## src/rtl/nn_wmem_arbiter.sv

```systemverilog
// Round-robin arbiter sharing one weight-memory port between loader write bursts and classifier read bursts.
// Moore FSM: beats start one cycle after the grant decision; one idle bubble separates bursts.
module nn_wmem_arbiter #(
  parameter int ADDR_W = 5,
  parameter int LEN_W  = 4
) (
  input  logic              clk,
  input  logic              rst,
  input  logic              ld_req,
  input  logic [ADDR_W-1:0] ld_addr,
  input  logic [LEN_W-1:0]  ld_len,
  output logic              ld_gnt,
  output logic              ld_beat,
  output logic              ld_done,
  input  logic              cl_req,
  input  logic [ADDR_W-1:0] cl_addr,
  input  logic [LEN_W-1:0]  cl_len,
  output logic              cl_gnt,
  output logic              cl_beat,
  output logic              cl_done,
  output logic              cl_rvalid,
  input  logic              flush,
  output logic [ADDR_W-1:0] MEM_ADD,
  output logic              MEM_WEB,
  output logic              MEM_OEB,
  output logic              MEM_CSB,
  output logic              busy
);

  typedef enum logic [1:0] {IDLE, LD_BURST, CL_BURST} state_t;

  state_t            state_q;
  logic              rr_last_cl_q;
  logic [ADDR_W-1:0] addr_q;
  logic [LEN_W-1:0]  cnt_q;
  logic              ld_gnt_q;
  logic              ld_done_q;
  logic              cl_gnt_q;
  logic              cl_done_q;
  logic              cl_rvalid_q;

  logic              pick_any_d;
  logic              pick_ld_d;
  logic [LEN_W-1:0]  win_len_d;
  logic [ADDR_W-1:0] win_addr_d;

  // On a tie the requester that did not win last time goes first.
  always_comb begin
    pick_any_d = ld_req | cl_req;
    pick_ld_d  = ld_req & (~cl_req | rr_last_cl_q);
    win_len_d  = pick_ld_d ? ld_len : cl_len;
    win_addr_d = pick_ld_d ? ld_addr : cl_addr;
    if (win_len_d == '0) begin
      win_len_d = LEN_W'(1);
    end
  end

  // cnt_q holds the beats still to come after the one currently on the bus.
  always_ff @(posedge clk or posedge rst) begin
    if (rst) begin
      state_q      <= IDLE;
      rr_last_cl_q <= 1'b1;
      addr_q       <= '0;
      cnt_q        <= '0;
      ld_gnt_q     <= 1'b0;
      ld_done_q    <= 1'b0;
      cl_gnt_q     <= 1'b0;
      cl_done_q    <= 1'b0;
      cl_rvalid_q  <= 1'b0;
    end else begin
      ld_gnt_q    <= 1'b0;
      ld_done_q   <= 1'b0;
      cl_gnt_q    <= 1'b0;
      cl_done_q   <= 1'b0;
      cl_rvalid_q <= (state_q == CL_BURST);
      case (state_q)
        IDLE: begin
          if (pick_any_d) begin
            state_q      <= pick_ld_d ? LD_BURST : CL_BURST;
            rr_last_cl_q <= ~pick_ld_d;
            addr_q       <= win_addr_d;
            cnt_q        <= win_len_d - LEN_W'(1);
            ld_gnt_q     <= pick_ld_d;
            cl_gnt_q     <= ~pick_ld_d;
            ld_done_q    <= pick_ld_d & (win_len_d == LEN_W'(1));
            cl_done_q    <= ~pick_ld_d & (win_len_d == LEN_W'(1));
          end
        end
        default: begin
          if (flush || cnt_q == '0) begin
            state_q <= IDLE;
          end else begin
            addr_q    <= addr_q + ADDR_W'(1);
            cnt_q     <= cnt_q - LEN_W'(1);
            ld_done_q <= (state_q == LD_BURST) && (cnt_q == LEN_W'(1));
            cl_done_q <= (state_q == CL_BURST) && (cnt_q == LEN_W'(1));
          end
        end
      endcase
    end
  end

  assign ld_gnt    = ld_gnt_q;
  assign ld_done   = ld_done_q;
  assign cl_gnt    = cl_gnt_q;
  assign cl_done   = cl_done_q;
  assign cl_rvalid = cl_rvalid_q;
  assign ld_beat   = (state_q == LD_BURST);
  assign cl_beat   = (state_q == CL_BURST);
  assign busy      = ld_beat | cl_beat;
  assign MEM_ADD   = addr_q;
  assign MEM_CSB   = ~busy;
  assign MEM_WEB   = ~ld_beat;
  assign MEM_OEB   = ~cl_beat;

endmodule
```

## config.mk

```make
export PLATFORM = sky130hd
export DESIGN_NAME = nn_wmem_arbiter
export DESIGN_NICKNAME = d
export VERILOG_FILES = /design/src/rtl/nn_wmem_arbiter.sv
export SDC_FILE = /design/constraint.sdc
export NUM_CORES = 1
export LEC_CHECK = 0
export ABC_AREA = 1
export CAP_MARGIN = 20
export CORE_MARGIN = 2
export CORE_UTILIZATION = 44
export DETAILED_ROUTE_END_ITERATION = 10
export PLACE_DENSITY = 0.83
export SYNTH_ARGS = -nofsm -noshare
export SYNTH_HDL_FRONTEND = slang
export SYNTH_SLANG_ARGS = --single-unit
export TNS_END_PERCENT = 1
```

## constraint.sdc

```tcl
create_clock -name clk -period 2.1 [get_ports clk]
set_input_delay 0.42 -clock clk [delete_from_list [all_inputs] [get_ports clk]]
set_output_delay 0.42 -clock clk [all_outputs]
set_load 0.01 [all_outputs]
```

Word-level counts from Yosys, hierarchy flattened
Index checks and enable logic that the tools add are counted.
W data, S select, Z words.
{ "totals": {"word_cells": 62, "out_inout_bits": 16, "regBits": 17} }
{ "classes": {"bitwise_logic": 11, "muxes": 23, "n_addsub": 3, "eq_ne": 6, "n_reduce_logical": 10} }
{ "op_table": {"columns": ["cell", "count"], "rows": [
  ["$mux W4", 5],
  ["$mux W5", 4],
  ["$mux W1", 10],
  ["$eq A4 B1 Y1 const B", 2],
  ["$logic_not A4 Y1", 2],
  ["$mux W2", 4],
  ["$sub A4 B1 Y4 const B", 2],
  ["$reduce_and A2 Y1", 3],
  ["$add A5 B1 Y5 const B", 1],
  ["$not A1 Y1", 5],
  ["$and A1 B1 Y1", 3],
  ["$or A1 B1 Y1", 3],
  ["$eq A2 B1 Y1 const B", 1],
  ["$eq A2 B2 Y1 const B", 1],
  ["$logic_and A1 B1 Y1", 2],
  ["$logic_not A2 Y1", 1],
  ["$ne A2 B1 Y1 const B", 1],
  ["$ne A2 B2 Y1 const B", 1],
  ["$reduce_bool A2 Y1", 1],
  ["$logic_or A1 B1 Y1", 1]
]} }

Longest topological paths before layout
{ "logic_depth": {"word_depth": 10, "ltp_mapped": 14} }

Worst setup path after synthesis
Ideal clock, no wire load.
{ "synth_timing": {"kind": "flip-flop to flip-flop", "start": "register rr_last_cl_q", "end": "register cnt_q[2]", "period_less_slack_ns": 1.735, "stages_incl_launch_ff": 14, "arrival_time_ns": 1.670, "path_slack_ns": 0.365, "path_cell_list": "dfstp_2 > inv_1 > nand2_2 > nand2_1 > buf_6 > nand2_1 > o21ai_1 > nand2_1 > inv_1 > ha_1 > or2_2 > nand3_1 > nand2_1 > nand2_1"} }
{ "synth_between": {"elab_chain_len": 8} }
{ "synth_rtl": {"columns": ["element", "line", "rtl"], "rows": [
  ["start: declaration", "33", "logic rr_last_cl_q;"],
  ["start signal: assignment", "80", "rr_last_cl_q <= ~pick_ld_d;"],
  ["$or A1 B1 Y1 *", "50", "pick_ld_d = ld_req & (~cl_req | rr_last_cl_q);"],
  ["$and A1 B1 Y1 *", "50", null],
  ["$mux W4 *", "51", "win_len_d = pick_ld_d ? ld_len : cl_len;"],
  ["$logic_not A4 Y1", "53", "if (win_len_d == '0) begin"],
  ["$mux W4 *", "53", null],
  ["$sub A4 B1 Y4 *", "82", "cnt_q <= win_len_d - LEN_W'(1);"],
  ["$mux W4 *", "78", "if (pick_any_d) begin"],
  ["$mux W4 *", "76", "case (state_q)"],
  ["end signal: assignment", "82", null],
  ["end signal: assignment", "94", "cnt_q <= cnt_q - LEN_W'(1);"],
  ["end: declaration", "35", "logic [LEN_W-1:0] cnt_q;"]
]} }
Mark *: on every way between the ends. The rest lies on a longest branch, timed or not. The select of a mux whose other input is x is not followed.
A chain may end at the register's enable or synchronous reset.

Worst setup path in the final report
{ "layout_timing": {"start": "register state_q[1]", "end": "output port busy"} }
{ "layout_between": {"elab_chain_len": 2, "word_cells_on_any_way": 3, "cone_classes": "2 x eq/ne; 1 x bitwise"} }
{ "layout_rtl": {"columns": ["element", "line", "rtl"], "rows": [
  ["start: declaration", "32", "state_t state_q;"],
  ["start signal: assignment", "79", "state_q <= pick_ld_d ? LD_BURST : CL_BURST;"],
  ["$eq A2 B1 Y1 or $eq A2 B2 Y1 (tied branches)", "108, 109", null],
  ["$or A1 B1 Y1 *", "110", "assign busy = ld_beat | cl_beat;"],
  ["end: declaration", "27", "output logic busy"]
]} }
Mark *: on every way between the ends. The rest lies on a longest branch, timed or not.

==> impl_metrics.yaml <==
synth:
  synth_area_per_cell_um2: 7.52
  netlist_instances: 149
  ys_ff_latch: 17
  syn_area_um2: 1120
  synth_top_area_cell: "sky130_fd_sc_hd__dfrtp_1"
  synth_cell_type_count: 25
  synth.top_cell.area_share_pct: 35.7
  ys_async_sr_fraction_pct: 100
  synth_edf_count: 0
  post_synth_main_area_contributors: "sky130_fd_sc_hd__dfrtp_1, sky130_fd_sc_hd__nand2_1, sky130_fd_sc_hd__ha_1"
  synth-warning-count: 0
  synth-seq-area-share_pct: 38.1
  syn_nets: 180
  postSynth.topFlopCell: "sky130_fd_sc_hd__dfrtp_1"
floorplanning:
  initial_utilization_pct: 45.7
  chipHeight_um: 54.5
  floorplan.die.width_um: 54.5
  std_cell_rows: 18
  top_level_ports: 39
  floorplan.die_area_um2: 2970
  placeableCoreArea_um2: 2450
clock_network:
  htreeDepth: 1
  cts_root_buffer: "sky130_fd_sc_hd__clkbuf_4"
  cts_buffers: 3
  cts_resized: 0
  clk_latency_ns: 0.30
  cts_tree: "built"
  clkSlewWorstSetupHoldPaths_ns: 0.10
  cts_num_sinks: 17
  cts_setup_buffers: 0
  ctsLongestPathBuffers: 2
  cts_hold_buf: 0
layout:
  layout.cells.most_common: "sky130_fd_sc_hd__clkdlybuf4s50_1"
  sequential_cell_area_um2: 427
  layout.cells.most_common_list: "sky130_fd_sc_hd__clkdlybuf4s50_1, sky130_fd_sc_hd__nand2_1, sky130_fd_sc_hd__inv_1, sky130_fd_sc_hd__nand3_1, sky130_fd_sc_hd__dfrtp_1"
  layout.core_utilization_pct: 65.3
  proportion_of_layout_cells_with_a_drive_suffix_above_1_pct: 10.7
  finalNetCount: 228
  num_antenna_cells: 0
  filler_cell_count: 227
  multi_input_area_um2: 566
  syn_to_final_growth_pct: 43.1
  postLayoutCellArea_um2: 1600
timing:
  timing.final.max_slew_violations: 0
  finalClockSkew_ns: 0.00623
  fin_worst_hold_slack_ns: 0.505
  max_slew_margin_pct: 55.3
  worst_slew_pin_slew_ns: 0.670
  setup_ws_ns: 0.0731
  rsz0062_at_grt: "false"
  final_critical_path_required_period_ns: 2.03
  timing.fmax_mhz: 493
  finalSetupViolCount: 0
  final_hold_viol_count: 0
  share_of_the_clock_period_used_by_the_worst_path_pct: 96.5
global_routing:
  grt_start_max_net_pins: 18
  antenna_found_initial: 0
  gr-usage-met1_pct: 22.8
  number_of_global_route_vias_before_repair: 1134
  gr-total-overflow: 0
  gr-usage-met3_pct: 1.64
  globalRouteTotalUtil_pct: 22.6
  groute.layer.met2.usage_pct: 44.8
  grt_pass1_wl_mm: 4.71
  most_crowded_layer_after_global_routing: "met2"
flow_run:
  max_cap_viols: 0
critical_path:
  critical_path_peak_fanout: 3
  cp_data_required_time_ns: 1.68
  regToRegSetupSlack_ns: 0.19
  worstSetupEndpointType: "output pin"
  worstPathArrival_ns: 1.61
  timing.setup.critical_path_class: "flop to output pin"
  startpoint_type_of_the_worst_setup_path: "flop"
place:
  placement.cell_area_um2: 1570
  io_buffer_count: 38
  detailed_place_hpwl_mm: 2.39
  pre_cts_ws_ns: -0.173
  gp_congestion: 0.789
drt:
  drt-initial-drc-count: 19
  route.detailed.wl_per_inst_um: 13.0
  via_count: 1138
  routed_wirelength_mm: 2.94
  final_antenna_net_count: 0
  post_route_drc_violation_count: 0
  number_of_iterations_in_the_first_detailed_routing_pass: 4
  post_drt_via_cell_ratio: 5.04
power:
  power.density_cell_area_nw_per_um2: 1370
  power_leakage_uw: 0.000813
  largest_voltage_drop_on_the_vdd_net_v: 0.000909
  total_power_uw: 2190
worst_hold_path:
  hold_class: "input pin to async pin"
status:
  status: "finished clean"
[routing by layer]
layer	vias up	wire [um]
li1	569	-
met1	532	1140
met2	30	1620
met3	7	106
met4	0	75
met5	-	0
[registers in the layout, summed over array words and instances, names as in the netlist]
signal and count:
MEM_ADD 5, cnt_q 4, state_q 2, cl_done 1, cl_gnt 1, cl_rvalid 1
ld_done 1, ld_gnt 1, rr_last_cl_q 1
[path summary, 6_finish.rpt]
check,start,depth (start not counted),end
min in group clk,cnt_q[2],2,cnt_q[2]
min,rst,2,ld_gnt
max reg2reg,rr_last_cl_q,13,cnt_q[2]
min reg2reg,cnt_q[2],2,cnt_q[2]
max,state_q[1],3,busy
max in group asynchronous,rst,2,MEM_ADD[0]
[critical path, stage by stage, from the launching register on]
cell	delay, ns
sky130_fd_sc_hd__dfrtp_1	0.37
sky130_fd_sc_hd__inv_1	0.08
sky130_fd_sc_hd__ha_1	0.31
sky130_fd_sc_hd__clkdlybuf4s50_1	0.54
[cells by family (layout without fill, tap and decap cells)]
kind of cell | count (synthesis) | after routing | share of synthesized area [%]
buffers and inverters | 31 | 78 | 11.7
adders and majority gates | 8 | 8 | 8.93
DFF | 17 | 17 | 38.1
AOI/OAI and AO/OA | 23 | 23 | 12.5
xor gates and xnor gates | 1 | 1 | 0.781
and+or+nand+nor | 69 | 69 | 28.0
[power by group]
| group | total (uW) | internal, uW | switching [uW] |
|---|---|---|---|
| combinational | 1430 | 643 | 788 |
| clock | 183 | 74.1 | 109 |
| sequential | 577 | 483 | 94.1 |
[stage by stage]
stage | instances | TNS [ns]
floorplan | 149 | 0
global placement | 222 | -0.0637
detailed placement | 222 | -0.320
CTS | 226 | 0
global route | 226 | 0
finish | 226 | 0
[cells in the mapped netlist (all sizes together), types with 2 or more instances]
library cell	number
o2bb2ai	2
nand2	35
o21ai	8
a21oi	9
nand4	2
nand3	17
inv	28
ha	8
o211ai	2
dfrtp	16
buf	2
nor2	12
[area by class of cell]
type / count / share of cell area (%)
clock buffers: 4 / 1.64
inverters: 28 / 6.55
multi-input cells: 101 / 35.3
flip-flops and latches: 17 / 26.6
well taps: 30 / 2.34
repair buffers: 46 / 27.6
Note: power is estimated with default switching activity, not from simulation.
